### src/rtl/forward_sequencer.sv
// forward_sequencer: turns FORWARD/HALT instructions into MAC array strobes.
// Define SEQ_PREFETCH_EN to add a one-entry instruction buffer.
module forward_sequencer #(
   parameter int XY_MEM_DEPTH = 8,
   parameter int W_MEM_DEPTH  = 10,
   parameter int MOV_LENGTH   = 8,
   parameter int OPCODE_W     = 2,
   parameter logic [OPCODE_W-1:0] INST_FORWARD = OPCODE_W'(1),
   parameter logic [OPCODE_W-1:0] INST_HALT    = OPCODE_W'(2)
) (
   input  logic                    clk,
   input  logic                    reset,
   input  logic                    inst_valid,
   output logic                    inst_ready,
   input  logic [OPCODE_W-1:0]     inst_opcode,
   input  logic [XY_MEM_DEPTH-1:0] inst_x_addr,
   input  logic [XY_MEM_DEPTH-1:0] inst_y_addr,
   input  logic [W_MEM_DEPTH-1:0]  inst_w_addr,
   input  logic [MOV_LENGTH-1:0]   inst_length0,
   input  logic [MOV_LENGTH-1:0]   inst_length1,
   output logic [XY_MEM_DEPTH-1:0] xy_read_addr,
   output logic [W_MEM_DEPTH-1:0]  w_read_addr,
   output logic                    mac_en,
   output logic                    mac_clear,
   output logic [XY_MEM_DEPTH-1:0] xy_write_addr,
   output logic                    xy_write_en,
   output logic                    busy,
   output logic                    done,
   output logic                    halted
);

   typedef struct packed {
      logic [OPCODE_W-1:0]     op;
      logic [XY_MEM_DEPTH-1:0] x;
      logic [XY_MEM_DEPTH-1:0] y;
      logic [W_MEM_DEPTH-1:0]  w;
      logic [MOV_LENGTH-1:0]   l0;
      logic [MOV_LENGTH-1:0]   l1;
   } inst_t;

   typedef enum logic [2:0] {
      S_IDLE, S_ACC, S_WB, S_DONE, S_HALT
   } state_t;

   state_t                  state;
   logic [XY_MEM_DEPTH-1:0] x_nxt;
   logic [XY_MEM_DEPTH-1:0] y_nxt;
   logic [W_MEM_DEPTH-1:0]  w_nxt;
   logic [MOV_LENGTH-1:0]   cnt;
   logic [MOV_LENGTH-1:0]   l1_r;

   inst_t in_w;
   inst_t src;
   logic  accept;
   logic  go;

`ifdef SEQ_PREFETCH_EN
   inst_t buf_q;
   logic  buf_v;
`endif

   // Pick the instruction to launch: the port in IDLE, buffer or port in DONE.
   always_comb begin
      in_w   = '{op: inst_opcode, x: inst_x_addr, y: inst_y_addr,
                 w: inst_w_addr, l0: inst_length0, l1: inst_length1};
      accept = inst_valid & inst_ready;
      src    = in_w;
      go     = accept && (state == S_IDLE);
`ifdef SEQ_PREFETCH_EN
      if (state == S_DONE) begin
         go  = buf_v | accept;
         src = buf_v ? buf_q : in_w;
      end
`endif
   end

   // Sequencer FSM with registered address and strobe outputs.
   always_ff @(posedge clk or negedge reset) begin
      if (!reset) begin
         state         <= S_IDLE;
         inst_ready    <= 1'b0;
         xy_read_addr  <= '0;
         w_read_addr   <= '0;
         xy_write_addr <= '0;
         mac_en        <= 1'b0;
         mac_clear     <= 1'b0;
         xy_write_en   <= 1'b0;
         busy          <= 1'b0;
         done          <= 1'b0;
         halted        <= 1'b0;
         x_nxt         <= '0;
         y_nxt         <= '0;
         w_nxt         <= '0;
         cnt           <= '0;
         l1_r          <= '0;
`ifdef SEQ_PREFETCH_EN
         buf_q         <= '0;
         buf_v         <= 1'b0;
`endif
      end else begin
         mac_clear <= 1'b0;
         done      <= 1'b0;
         unique case (state)
            S_IDLE: inst_ready <= 1'b1;
            S_ACC: begin
               if (cnt != '0) begin
                  cnt          <= cnt - 1'b1;
                  xy_read_addr <= x_nxt;
                  w_read_addr  <= w_nxt;
                  x_nxt        <= x_nxt + 1'b1;
                  w_nxt        <= w_nxt + 1'b1;
               end else begin
                  mac_en <= 1'b0;
                  if (l1_r != '0) begin
                     state         <= S_WB;
                     xy_write_en   <= 1'b1;
                     xy_write_addr <= y_nxt;
                     y_nxt         <= y_nxt + 1'b1;
                     cnt           <= l1_r - 1'b1;
                  end else begin
                     state <= S_DONE;
                     done  <= 1'b1;
                  end
               end
            end
            S_WB: begin
               if (cnt != '0) begin
                  cnt           <= cnt - 1'b1;
                  xy_write_addr <= y_nxt;
                  y_nxt         <= y_nxt + 1'b1;
               end else begin
                  xy_write_en <= 1'b0;
                  state       <= S_DONE;
                  done        <= 1'b1;
               end
            end
            S_DONE: begin
               state      <= S_IDLE;
               busy       <= 1'b0;
               inst_ready <= 1'b1;
            end
            S_HALT: inst_ready <= 1'b0;
            default: state <= S_IDLE;
         endcase

`ifdef SEQ_PREFETCH_EN
         if (accept && (state == S_ACC || state == S_WB) &&
             (inst_opcode == INST_FORWARD ||
              inst_opcode == INST_HALT)) begin
            buf_q      <= in_w;
            buf_v      <= 1'b1;
            inst_ready <= 1'b0;
         end
         if (go) buf_v <= 1'b0;
`endif

         if (go) begin
            if (src.op == INST_FORWARD) begin
               busy  <= 1'b1;
`ifdef SEQ_PREFETCH_EN
               inst_ready <= 1'b1;
`else
               inst_ready <= 1'b0;
`endif
               y_nxt <= src.y;
               l1_r  <= src.l1;
               if (src.l0 != '0) begin
                  state        <= S_ACC;
                  mac_en       <= 1'b1;
                  mac_clear    <= 1'b1;
                  xy_read_addr <= src.x;
                  w_read_addr  <= src.w;
                  x_nxt        <= src.x + 1'b1;
                  w_nxt        <= src.w + 1'b1;
                  cnt          <= src.l0 - 1'b1;
               end else if (src.l1 != '0) begin
                  state         <= S_WB;
                  xy_write_en   <= 1'b1;
                  xy_write_addr <= src.y;
                  y_nxt         <= src.y + 1'b1;
                  cnt           <= src.l1 - 1'b1;
               end else begin
                  state <= S_DONE;
                  done  <= 1'b1;
               end
            end else if (src.op == INST_HALT) begin
               state      <= S_HALT;
               halted     <= 1'b1;
               busy       <= 1'b0;
               inst_ready <= 1'b0;
            end
         end
      end
   end

endmodule
### config.mk
export PLATFORM = sky130hd
export DESIGN_NAME = forward_sequencer
export DESIGN_NICKNAME = d
export VERILOG_FILES = /design/src/rtl/forward_sequencer.sv
export SDC_FILE = /design/constraint.sdc
export NUM_CORES = 1
export LEC_CHECK = 0
export ABC_AREA = 1
export BUFFER_PORTS_ARGS = -buffer_cell sky130_fd_sc_hd__buf_2
export CORE_UTILIZATION = 56
export DETAILED_ROUTE_END_ITERATION = 10
export PLACE_DENSITY = 0.79
export SYNTH_ARGS = -nofsm -noshare
export SYNTH_HDL_FRONTEND = slang
export SYNTH_SLANG_ARGS = --single-unit
### constraint.sdc
create_clock -name clk -period 4.5 [get_ports clk]
set_clock_uncertainty 0.2 [all_clocks]
set_input_delay 0.45 -clock clk [delete_from_list [all_inputs] [get_ports clk]]
set_output_delay 0.45 -clock clk [all_outputs]
set_load 0.1 [all_outputs]
==> flow_summary.yaml <==
run_status:
  status: "finished, violations left"
  violations: "design-rule violations"
timing:
  setup_viol: 0
  fin_crit_ns: 3.183
  maxSlewViolCount: 0
  worst_slew_pin_slew_ns: 1.003
  finalCritPeriodShare: 0.7073
  whs_ns: 0.04853
  finalSetupTns_ns: 0
  finalHoldViolCount: 0
  maxSlewHeadroom: 0.3312
  fmaxAchievable_mhz: 314.2
  rsz0062_at_grt: "no"
logic_synthesis:
  seq_area_frac_synth: 0.3785
  avgSynthCellArea_sq_um: 6.998
  synth-seq-cells: 78
  synth_fp_nets: 794
  netlist_area_sq_mm: 0.005157
  syn_inst: 737
  synth_cell_type_count: 38
  yosys_warnings: 0
clock_tree:
  cts.sinks: 78
  path_clk_slew_ns: 0.09
  h-tree-depth: 3
  clkLatencyLatePin_ns: 0.35
  root_buffer: "clkbuf_8"
  post_cts_buffers: 0
  cts.path.max_buffers: 2
  cts_made_buffers: 9
  cts_tree: "built"
  cts_resized: 0
  holdBufCountCts: 0
floorplanning:
  fp-row-count: 34
  die-area_sq_mm: 0.009597
  die_height_microns: 97.97
  die_w_microns: 97.97
  coreArea_sq_mm: 0.008806
  start_util: 0.5857
  num_io_pins: 80
power_and_ir_drop:
  power_density_mw_per_mm2: 771.9
  ir_drop_uv: 542.2
  leakage_nw: 2.949
grt:
  grt.total_usage: 0.2892
  grt_pass1_wl_microns: 22630
  grt_max_degree: 79
  grt_pass1_vias: 4977
  overflow: 0
  antenna_found_initial: 0
place:
  port_buffers: 79
  place_area_sq_mm: 0.005573
  routabilityCongestion: 0.8930
  place_hpwl_microns: 9716
routing:
  via_count: 5066
  antenna_left: 0
  remaining_drc_errors: 2
  drt_first_pass_iters: 8
  wl_per_cell_microns: 14.44
  via_per_inst: 5.519
  totalWireLength_microns: 13260
  drt_iter0_drc: 282
worst_setup_path:
  critPathKind: "reg -> reg"
  crit_fanout: 20
  reg2regPathDepth: 12
  startpoint_type: "flop"
  crit_arrival_ns: 3.25
  ff2ff_setup_slack_ns: 1.32
  worstReg2RegStart: "cnt[0]"
  required_ns: 4.57
  timing.rr.end: "y_nxt[1]"
  endpoint_kind: "flop"
final_layout:
  nets: 863
  fin_util: 0.6567
  diodes: 0
  drive_above_1_share: 0.1395
  stdcell_area_sq_mm: 0.005783
  multi_input_area_sq_mm: 0.002685
  area_growth_pct: 12.13
  regArea_sq_mm: 0.001952
  num-fill-cells: 803
job:
  drv_cap: 0
min_path:
  hold_class: "in -> async"
## critical path, cell delays in order (launching register included)
cell and delay, ns:
dfrtp_1 0.41, inv_1 0.10, ha_1 0.21, nand3_2 0.14, nor2_4 0.39, inv_1 0.29
nand2_2 0.16, nand2_1 0.38, inv_1 0.48, nand2_1 0.09, nand2_1 0.08, inv_1 0.03
o21ai_0 0.13
## final cells by class
class,count,area share
multi-input combinational,533,0.4643
sequential,78,0.3375
timing repair buffer,80,0.07010
inverter,104,0.06837
tap,108,0.02337
clock buffer,9,0.02142
clock inverter,6,0.01493
## per-layer routing
layer	vias up	wire length [microns]	GRT usage
met5	-	0	0
met4	0	167	0.08159
met3	16	550	0.04152
met2	123	6642	0.5005
met1	2415	5897	0.3776
li1	2512	-	-
## worst max-delay path by stage
stage          startpoint             end  slack [ns]
2_1_floorplan  inst_ready  w_read_addr[1]        2.23
3_3_place_gp       cnt[0]        y_nxt[1]        1.47
3_5_place_dp       cnt[0]        y_nxt[1]        1.36
4_1_cts            cnt[0]        y_nxt[1]        1.34
5_1_grt            cnt[1]        y_nxt[1]        1.01
6_report           cnt[0]        y_nxt[1]        1.32
## synthesized netlist by cell type
| library cell | count | area share |
|---|---|---|
| a21boi_1 | 1 | 0.0015 |
| a21o_1 | 3 | 0.0044 |
| a21oi_1 | 27 | 0.026 |
| a21oi_2 | 2 | 0.0034 |
| a22oi_1 | 1 | 0.0015 |
| a311oi_1 | 1 | 0.0017 |
| a31oi_1 | 7 | 0.0085 |
| buf_2 | 13 | 0.013 |
| buf_4 | 1 | 0.0015 |
| buf_6 | 3 | 0.0065 |
| clkbuf_1 | 5 | 0.0036 |
| dfrtp_1 | 78 | 0.38 |
| ha_1 | 10 | 0.024 |
| inv_1 | 100 | 0.073 |
| inv_2 | 2 | 0.0015 |
| inv_4 | 2 | 0.0024 |
| nand2_1 | 188 | 0.14 |
| nand2_2 | 3 | 0.0036 |
| nand3_1 | 69 | 0.067 |
| nand3_2 | 1 | 0.0019 |
| nand3b_1 | 4 | 0.0058 |
| nand4_1 | 9 | 0.011 |
| nor2_1 | 66 | 0.048 |
| nor2_2 | 2 | 0.0024 |
| nor2_4 | 3 | 0.0065 |
| nor2_8 | 1 | 0.0039 |
| nor3_1 | 10 | 0.0097 |
| nor3_4 | 1 | 0.0032 |
| nor3b_1 | 2 | 0.0029 |
| o2111ai_1 | 1 | 0.0017 |
| o21a_1 | 1 | 0.0015 |
| o21ai_0 | 70 | 0.068 |
| o21ai_1 | 7 | 0.0068 |
| o221ai_1 | 1 | 0.0017 |
| o22ai_1 | 8 | 0.0097 |
| or2_2 | 1 | 0.0012 |
| xnor2_1 | 10 | 0.017 |
| xor2_1 | 23 | 0.039 |
## state kept, by name, summed over array words and instances, names as in the netlist
name and count:
xy_write_en 1, busy 1, w_nxt 10, state 3, l1_r 8, xy_write_addr 8, w_read_addr 10, x_nxt 8
cnt 8, xy_read_addr 8, mac_en 1, y_nxt 8, halted 1, inst_ready 1, mac_clear 1, done 1
## where the power goes
group / switching [W] / internal [W] / leakage (nW)
combinational: 0.00198 / 0.000601 / 1.91
clock: 0.000269 / 0.000309 / 0.105
sequential: 0.000272 / 0.00104 / 0.934
## kinds of logic (layout without fill, tap and decap cells)
| kind of cell | count (synthesis) | after routing | share of synthesized area |
|---|---|---|---|
| flops | 78 | 78 | 0.3785 |
| xor+xnor | 33 | 33 | 0.05604 |
| buf+inv | 126 | 199 | 0.1009 |
| compound gates | 130 | 130 | 0.1363 |
| simple gates | 360 | 360 | 0.3040 |
| fa+ha+maj | 10 | 10 | 0.02426 |
## metrics by stage
stage / power, W / cells / worst slack [ns]
6_report: 0.004464 / 918 / 1.317
2_1_floorplan: 0.003387 / 737 / 2.227
5_1_grt: 0.004784 / 918 / 1.006
3_5_place_dp: 0.003881 / 903 / 1.363
3_3_place_gp: 0.003808 / 903 / 1.471
4_1_cts: 0.004469 / 918 / 1.345
## layout by cell type (no fill, tap or decap), drive strengths merged, types with 3 or more instances in the layout
cell and count:
nand2 191, inv 105, buf 80, dfrtp 78, o21ai 77, nor2 72
nand3 70, a21oi 29, xor2 23, nor3 11, xnor2 10, ha 10
nand4 9, clkbuf 9, o22ai 8, a31oi 7, nand3b 4, a21o 3
No activity file was read; power rests on OpenSTA's default activity.
